**src/rtl/watch_time_counter.sv**
```systemverilog
// Calendar/time-of-day counter for a watch: 2000..2099 with leap years,
// advanced by a synchronized 1 Hz strobe and loadable from a binary time word.
module watch_time_counter #(
  parameter logic [7:0] RST_YEAR  = 8'd0,
  parameter logic [7:0] RST_MONTH = 8'd1,
  parameter logic [7:0] RST_DAY   = 8'd1
) (
  input  logic        clk,
  input  logic        rst,
  input  logic        clk1sec,
  input  logic [47:0] bin_time,
  input  logic        en_time,
  output logic [7:0]  year,
  output logic [7:0]  month,
  output logic [7:0]  day,
  output logic [7:0]  hour,
  output logic [7:0]  minute,
  output logic [7:0]  second,
  output logic        sec_tick,
  output logic        load_err
);

  // Days in month m of year y (y = 0..99 stands for 2000..2099, so y%4 == 0 is leap).
  function automatic logic [7:0] days_in_month(input logic [7:0] m, input logic [7:0] y);
    case (m)
      8'd4, 8'd6, 8'd9, 8'd11: days_in_month = 8'd30;
      8'd2:                    days_in_month = (y[1:0] == 2'b00) ? 8'd29 : 8'd28;
      default:                 days_in_month = 8'd31;
    endcase
  endfunction

  logic sync_q1, sync_q2, sync_q3;
  logic tick;

  logic [7:0] ld_year, ld_month, ld_day, ld_hour, ld_minute, ld_second;
  logic       load_ok;

  logic       c_sec, c_min, c_hour, c_day, c_month;
  logic [7:0] dim;
  logic [7:0] year_n, month_n, day_n, hour_n, minute_n, second_n;

  assign {ld_year, ld_month, ld_day, ld_hour, ld_minute, ld_second} = bin_time;

  // Two-flop synchronizer plus one delay flop for rising-edge detection.
  always_ff @(posedge clk or negedge rst) begin
    if (!rst) begin
      sync_q1 <= 1'b0;
      sync_q2 <= 1'b0;
      sync_q3 <= 1'b0;
    end else begin
      sync_q1 <= clk1sec;
      sync_q2 <= sync_q1;
      sync_q3 <= sync_q2;
    end
  end

  assign tick = sync_q2 & ~sync_q3;

  // Validate the load word field by field.
  always_comb begin
    load_ok = (ld_year <= 8'd99) &&
              (ld_month >= 8'd1) && (ld_month <= 8'd12) &&
              (ld_day >= 8'd1) && (ld_day <= days_in_month(ld_month, ld_year)) &&
              (ld_hour <= 8'd23) && (ld_minute <= 8'd59) && (ld_second <= 8'd59);
  end

  // Next time after one second, with the whole carry chain resolved in one cycle.
  always_comb begin
    dim      = days_in_month(month, year);
    c_sec    = (second == 8'd59);
    c_min    = c_sec  && (minute == 8'd59);
    c_hour   = c_min  && (hour == 8'd23);
    c_day    = c_hour && (day >= dim);
    c_month  = c_day  && (month == 8'd12);
    second_n = c_sec ? '0 : second + 8'd1;
    minute_n = c_sec ? (c_min ? '0 : minute + 8'd1) : minute;
    hour_n   = c_min ? (c_hour ? '0 : hour + 8'd1) : hour;
    day_n    = c_hour ? (c_day ? 8'd1 : day + 8'd1) : day;
    month_n  = c_day ? (c_month ? 8'd1 : month + 8'd1) : month;
    year_n   = c_month ? ((year == 8'd99) ? '0 : year + 8'd1) : year;
  end

  // Time registers: a load strobe takes priority and swallows any coincident tick.
  always_ff @(posedge clk or negedge rst) begin
    if (!rst) begin
      year     <= RST_YEAR;
      month    <= RST_MONTH;
      day      <= RST_DAY;
      hour     <= '0;
      minute   <= '0;
      second   <= '0;
      sec_tick <= 1'b0;
      load_err <= 1'b0;
    end else if (en_time) begin
      sec_tick <= 1'b0;
      load_err <= ~load_ok;
      if (load_ok) begin
        year   <= ld_year;
        month  <= ld_month;
        day    <= ld_day;
        hour   <= ld_hour;
        minute <= ld_minute;
        second <= ld_second;
      end
    end else if (tick) begin
      year     <= year_n;
      month    <= month_n;
      day      <= day_n;
      hour     <= hour_n;
      minute   <= minute_n;
      second   <= second_n;
      sec_tick <= 1'b1;
      load_err <= 1'b0;
    end else begin
      sec_tick <= 1'b0;
      load_err <= 1'b0;
    end
  end

endmodule

```
**config.mk**
```make
export PLATFORM = sky130hd
export DESIGN_NAME = watch_time_counter
export DESIGN_NICKNAME = d
export VERILOG_FILES = /design/src/rtl/watch_time_counter.sv
export SDC_FILE = /design/constraint.sdc
export NUM_CORES = 1
export LEC_CHECK = 0
export ABC_AREA = 1
export BUFFER_PORTS_ARGS = -buffer_cell sky130_fd_sc_hd__buf_2
export CORE_MARGIN = 10
export CORE_UTILIZATION = 52
export DETAILED_ROUTE_END_ITERATION = 6
export PLACE_DENSITY = 0.9
export SYNTH_ARGS = -nofsm -noshare
export SYNTH_HDL_FRONTEND = slang
export SYNTH_SLANG_ARGS = --single-unit
```
**constraint.sdc**
```tcl
create_clock -name clk -period 3.1 [get_ports clk]
set_input_delay 0.31 -clock clk [delete_from_list [all_inputs] [get_ports clk]]
set_output_delay 0.31 -clock clk [all_outputs]
set_load 0.03 [all_outputs]
```
==> results.py <==
metrics = {
    "synthesis": {
        "ys.warnings.count": 0,
        "avgSynthCellArea_sq_um": 6.72,
        "synthesis.instances": 570,
        "yosysUniqueCellTypes": 33,
        "synthesis.area_sq_um": 3830,
        "syn-num-nets": 636,
        "synth_seq_cells": 53,
        "seq_area_frac_synth_pct": 34.7,
    },
    "sta": {
        "finalMaxSlewViolations": 0,
        "setup_repair_after_global_routing_missed_its_margin": "false",
        "setup-violations-final": 0,
        "final.setup_skew_ps": 8.84,
        "finalCritPeriodShare_pct": 87.1,
        "finalHoldViolations": 0,
        "slew_headroom_pct": 54.4,
        "worst_slew_pin_slew_ps": 683,
        "final_sum_of_negative_setup_slack_ps": 0,
        "min_cycle_time_layout_ps": 2700,
        "maxClockFrequency_ghz": 0.370,
    },
    "finish": {
        "regArea_sq_um": 1330,
        "nNetsFinal": 730,
        "num-fill-cells": 678,
        "area.growth.synth_to_final_pct": 17.1,
        "stdcell_area_sq_um": 4480,
        "multi_input_comb_area_sq_um": 2190,
        "most-common-layout-cells": "sky130_fd_sc_hd__nand2_1, sky130_fd_sc_hd__buf_2, sky130_fd_sc_hd__nand3_1, sky130_fd_sc_hd__dfrtp_1, sky130_fd_sc_hd__inv_1",
        "layout.cells.most_common": "sky130_fd_sc_hd__nand2_1",
        "final_layout_size_suffix_gt1_share_pct": 20.9,
    },
    "place": {
        "routabilityCongestion": 0.909,
        "post-dp-hpwl_um": 8620,
        "dpl-instance-area_sq_um": 4390,
        "port_buffers": 101,
    },
    "run": {
        "max_cap_viol_count": 0,
    },
    "cts": {
        "clock_sink_count": 53,
        "post-cts-setup-buffer-count": 0,
        "cts_resized": 0,
        "clockBufferDepth": 2,
        "cts_made_buffers": 5,
        "cts.htree.levels": 2,
        "worst_setup_hold_path_clk_slew_ps": 100,
        "clock_tree_from_tritoncts": "done",
        "cts-root-buf": "sky130_fd_sc_hd__clkbuf_8",
        "holdBufCountCts": 0,
        "worstSkewPairLatency_ps": 310,
    },
    "floorplan": {
        "fp-row-count": 31,
        "die_width_um": 106,
        "dieArea_sq_um": 11200,
        "initial_core_util_pct": 53.1,
        "die_height_um": 106,
        "core_area_sq_um": 7210,
        "ios": 102,
    },
    "worst_setup_path": {
        "worst_path_class_setup": "flip-flop to flip-flop",
        "max_stage_delay_ps": 610,
        "critical_path_required_ps": 3350,
        "worst_ep_arrival_time_ps": 2950,
        "crit_slowest_cell": "sky130_fd_sc_hd__dfstp_2",
        "crit_path_end_kind": "flip-flop",
        "cp_cell_sequence": "inv_1, ha_1, o21ai_0, nand2_1, nand3b_1, o41ai_1, inv_1, ha_1, o21ai_0, nand2_1, nand2_1, nand3_1, nand3_2, clkinv_4, nand2_4, nand2_1, nand2_1",
        "type_of_element_launching_the_critical_path": "flip-flop",
        "critical-path-top-cell-by-count": "sky130_fd_sc_hd__nand2_1",
        "crit_fanout": 9,
    },
    "outcome": {
        "status": "completed",
    },
    "global_route": {
        "vias_in_the_first_global_route": 3954,
        "grt_use_total_pct": 19.6,
        "antenna_violations_before_repair": 1,
        "grt_max_degree": 37,
        "grt_pass1_wl_um": 18700,
        "overflow": 0,
    },
    "route": {
        "total_wire_length_um": 11400,
        "route.vias.total": 4107,
        "avgRoutedWirePerCell_um": 14.8,
        "first_pass_iters": 5,
        "vias_per_cell": 5.37,
        "route.antenna.remaining_nets": 0,
        "post-route-drc-count": 0,
        "drt-initial-drc-count": 282,
    },
    "power": {
        "total_leakage_power_uw": 0.00246,
        "total_power_uw": 2570,
        "power_per_cell_area_nw_per_um2": 573,
        "maximum_vdd_drop_mv": 0.260,
    },
    "worst_hold_path": {
        "min-delay-path-class": "input pin to async pin",
    },
}
## cell usage after synthesis
library cell,instances,area [sq um]
sky130_fd_sc_hd__a21oi_1,4,20.0
sky130_fd_sc_hd__a21oi_4,2,32.5
sky130_fd_sc_hd__a31oi_1,6,37.5
sky130_fd_sc_hd__buf_2,1,5.00
sky130_fd_sc_hd__buf_4,5,37.5
sky130_fd_sc_hd__buf_8,1,15.0
sky130_fd_sc_hd__clkbuf_1,10,37.5
sky130_fd_sc_hd__clkinv_1,1,3.75
sky130_fd_sc_hd__clkinv_4,1,8.76
sky130_fd_sc_hd__dfrtp_1,51,1280
sky130_fd_sc_hd__dfstp_2,2,52.6
sky130_fd_sc_hd__ha_1,14,175
sky130_fd_sc_hd__inv_1,48,180
sky130_fd_sc_hd__inv_2,6,22.5
sky130_fd_sc_hd__nand2_1,227,852
sky130_fd_sc_hd__nand2_2,6,37.5
sky130_fd_sc_hd__nand2_4,5,56.3
sky130_fd_sc_hd__nand3_1,54,270
sky130_fd_sc_hd__nand3_2,2,20.0
sky130_fd_sc_hd__nand3_4,1,17.5
sky130_fd_sc_hd__nand3b_1,1,7.51
sky130_fd_sc_hd__nand4_1,7,43.8
sky130_fd_sc_hd__nor2_1,40,150
sky130_fd_sc_hd__nor2_2,2,12.5
sky130_fd_sc_hd__nor2_4,1,11.3
sky130_fd_sc_hd__nor3_1,9,45.0
sky130_fd_sc_hd__o21ai_0,38,190
sky130_fd_sc_hd__o21ai_1,1,5.00
sky130_fd_sc_hd__o21bai_1,1,7.51
sky130_fd_sc_hd__o31ai_1,2,15.0
sky130_fd_sc_hd__o41ai_1,2,17.5
sky130_fd_sc_hd__xnor2_1,6,52.6
sky130_fd_sc_hd__xor2_1,13,114
## report_power, final
part | leakage (uW) | switching (uW) | internal (uW)
Clock | 0.0000445 | 235 | 182
Sequential | 0.000673 | 228 | 837
Combinational | 0.00174 | 736 | 350
Total | 0.00246 | 1200 | 1370
## metrics by stage
stage / hold slack [ps] / util [%] / worst slack [ps] / cells
floorplan: 14.4 / - / 673 / 570
detailed placement: 340 / 60.8 / 366 / 756
CTS: 56.9 / 62.1 / 444 / 764
finish: 28.8 / 62.1 / 399 / 765
global route: 60.0 / 62.1 / 285 / 765
global placement: 335 / 60.8 / 483 / 756
## state kept, by name, indices dropped and copies added, names as in the netlist
name,flops
day,8
hour,8
minute,8
month,8
second,8
year,8
load_err,1
sec_tick,1
sync_q1,1
sync_q2,1
sync_q3,1
## path summary, 6_finish.rpt
path / startpoint / end / slack, ps / cells after the start
setup / recovery: month[0] / year[6] / 400 / 17
min in group clk: clk1sec / sync_q1 / 110 / 1
hold reg to reg: sync_q1 / sync_q2 / 360 / 0
setup reg to reg: month[0] / year[6] / 400 / 17
max in group asynchronous: rst / day[0] / 2220 / 2
hold / removal: rst / minute[0] / 30 / 1
## metal layers
| metal | GRT usage (%) | wire (um) |
|---|---|---|
| met5 | 0 | 0 |
| met1 | 23.7 | 4750 |
| met4 | 6.29 | 175 |
| met3 | 4.51 | 888 |
| met2 | 33.7 | 5550 |
## layout make-up
cell class / count / area share (%)
Antenna cell: 1 / 0.0558
Clock inverter: 1 / 0.167
Tap cell: 99 / 2.76
Clock buffer: 7 / 1.93
Sequential cell: 53 / 29.6
Inverter: 56 / 4.80
Timing Repair Buffer: 104 / 11.8
Multi-Input combinational cell: 444 / 48.9
## cells by family (layout without fill, tap and decap cells)
kind of cell,count (synthesis),in the layout,synth area share [%]
other,0,1,0
xor gates and xnor gates,19,19,4.34
AOI/OAI and AO/OA,56,56,8.49
and+or+nand+nor,355,355,39.8
DFF,53,53,34.7
adders and majority gates,14,14,4.57
buffers and inverters,73,168,8.10
## worst max-delay path: cells and delay by family (launching register included)
family | cells | cell delay [ps]
simple gates | 9 | 930
flops | 1 | 610
fa+ha+maj | 2 | 420
compound gates | 3 | 390
buf+inv | 3 | 280
Note: power is estimated with default switching activity, not from simulation.
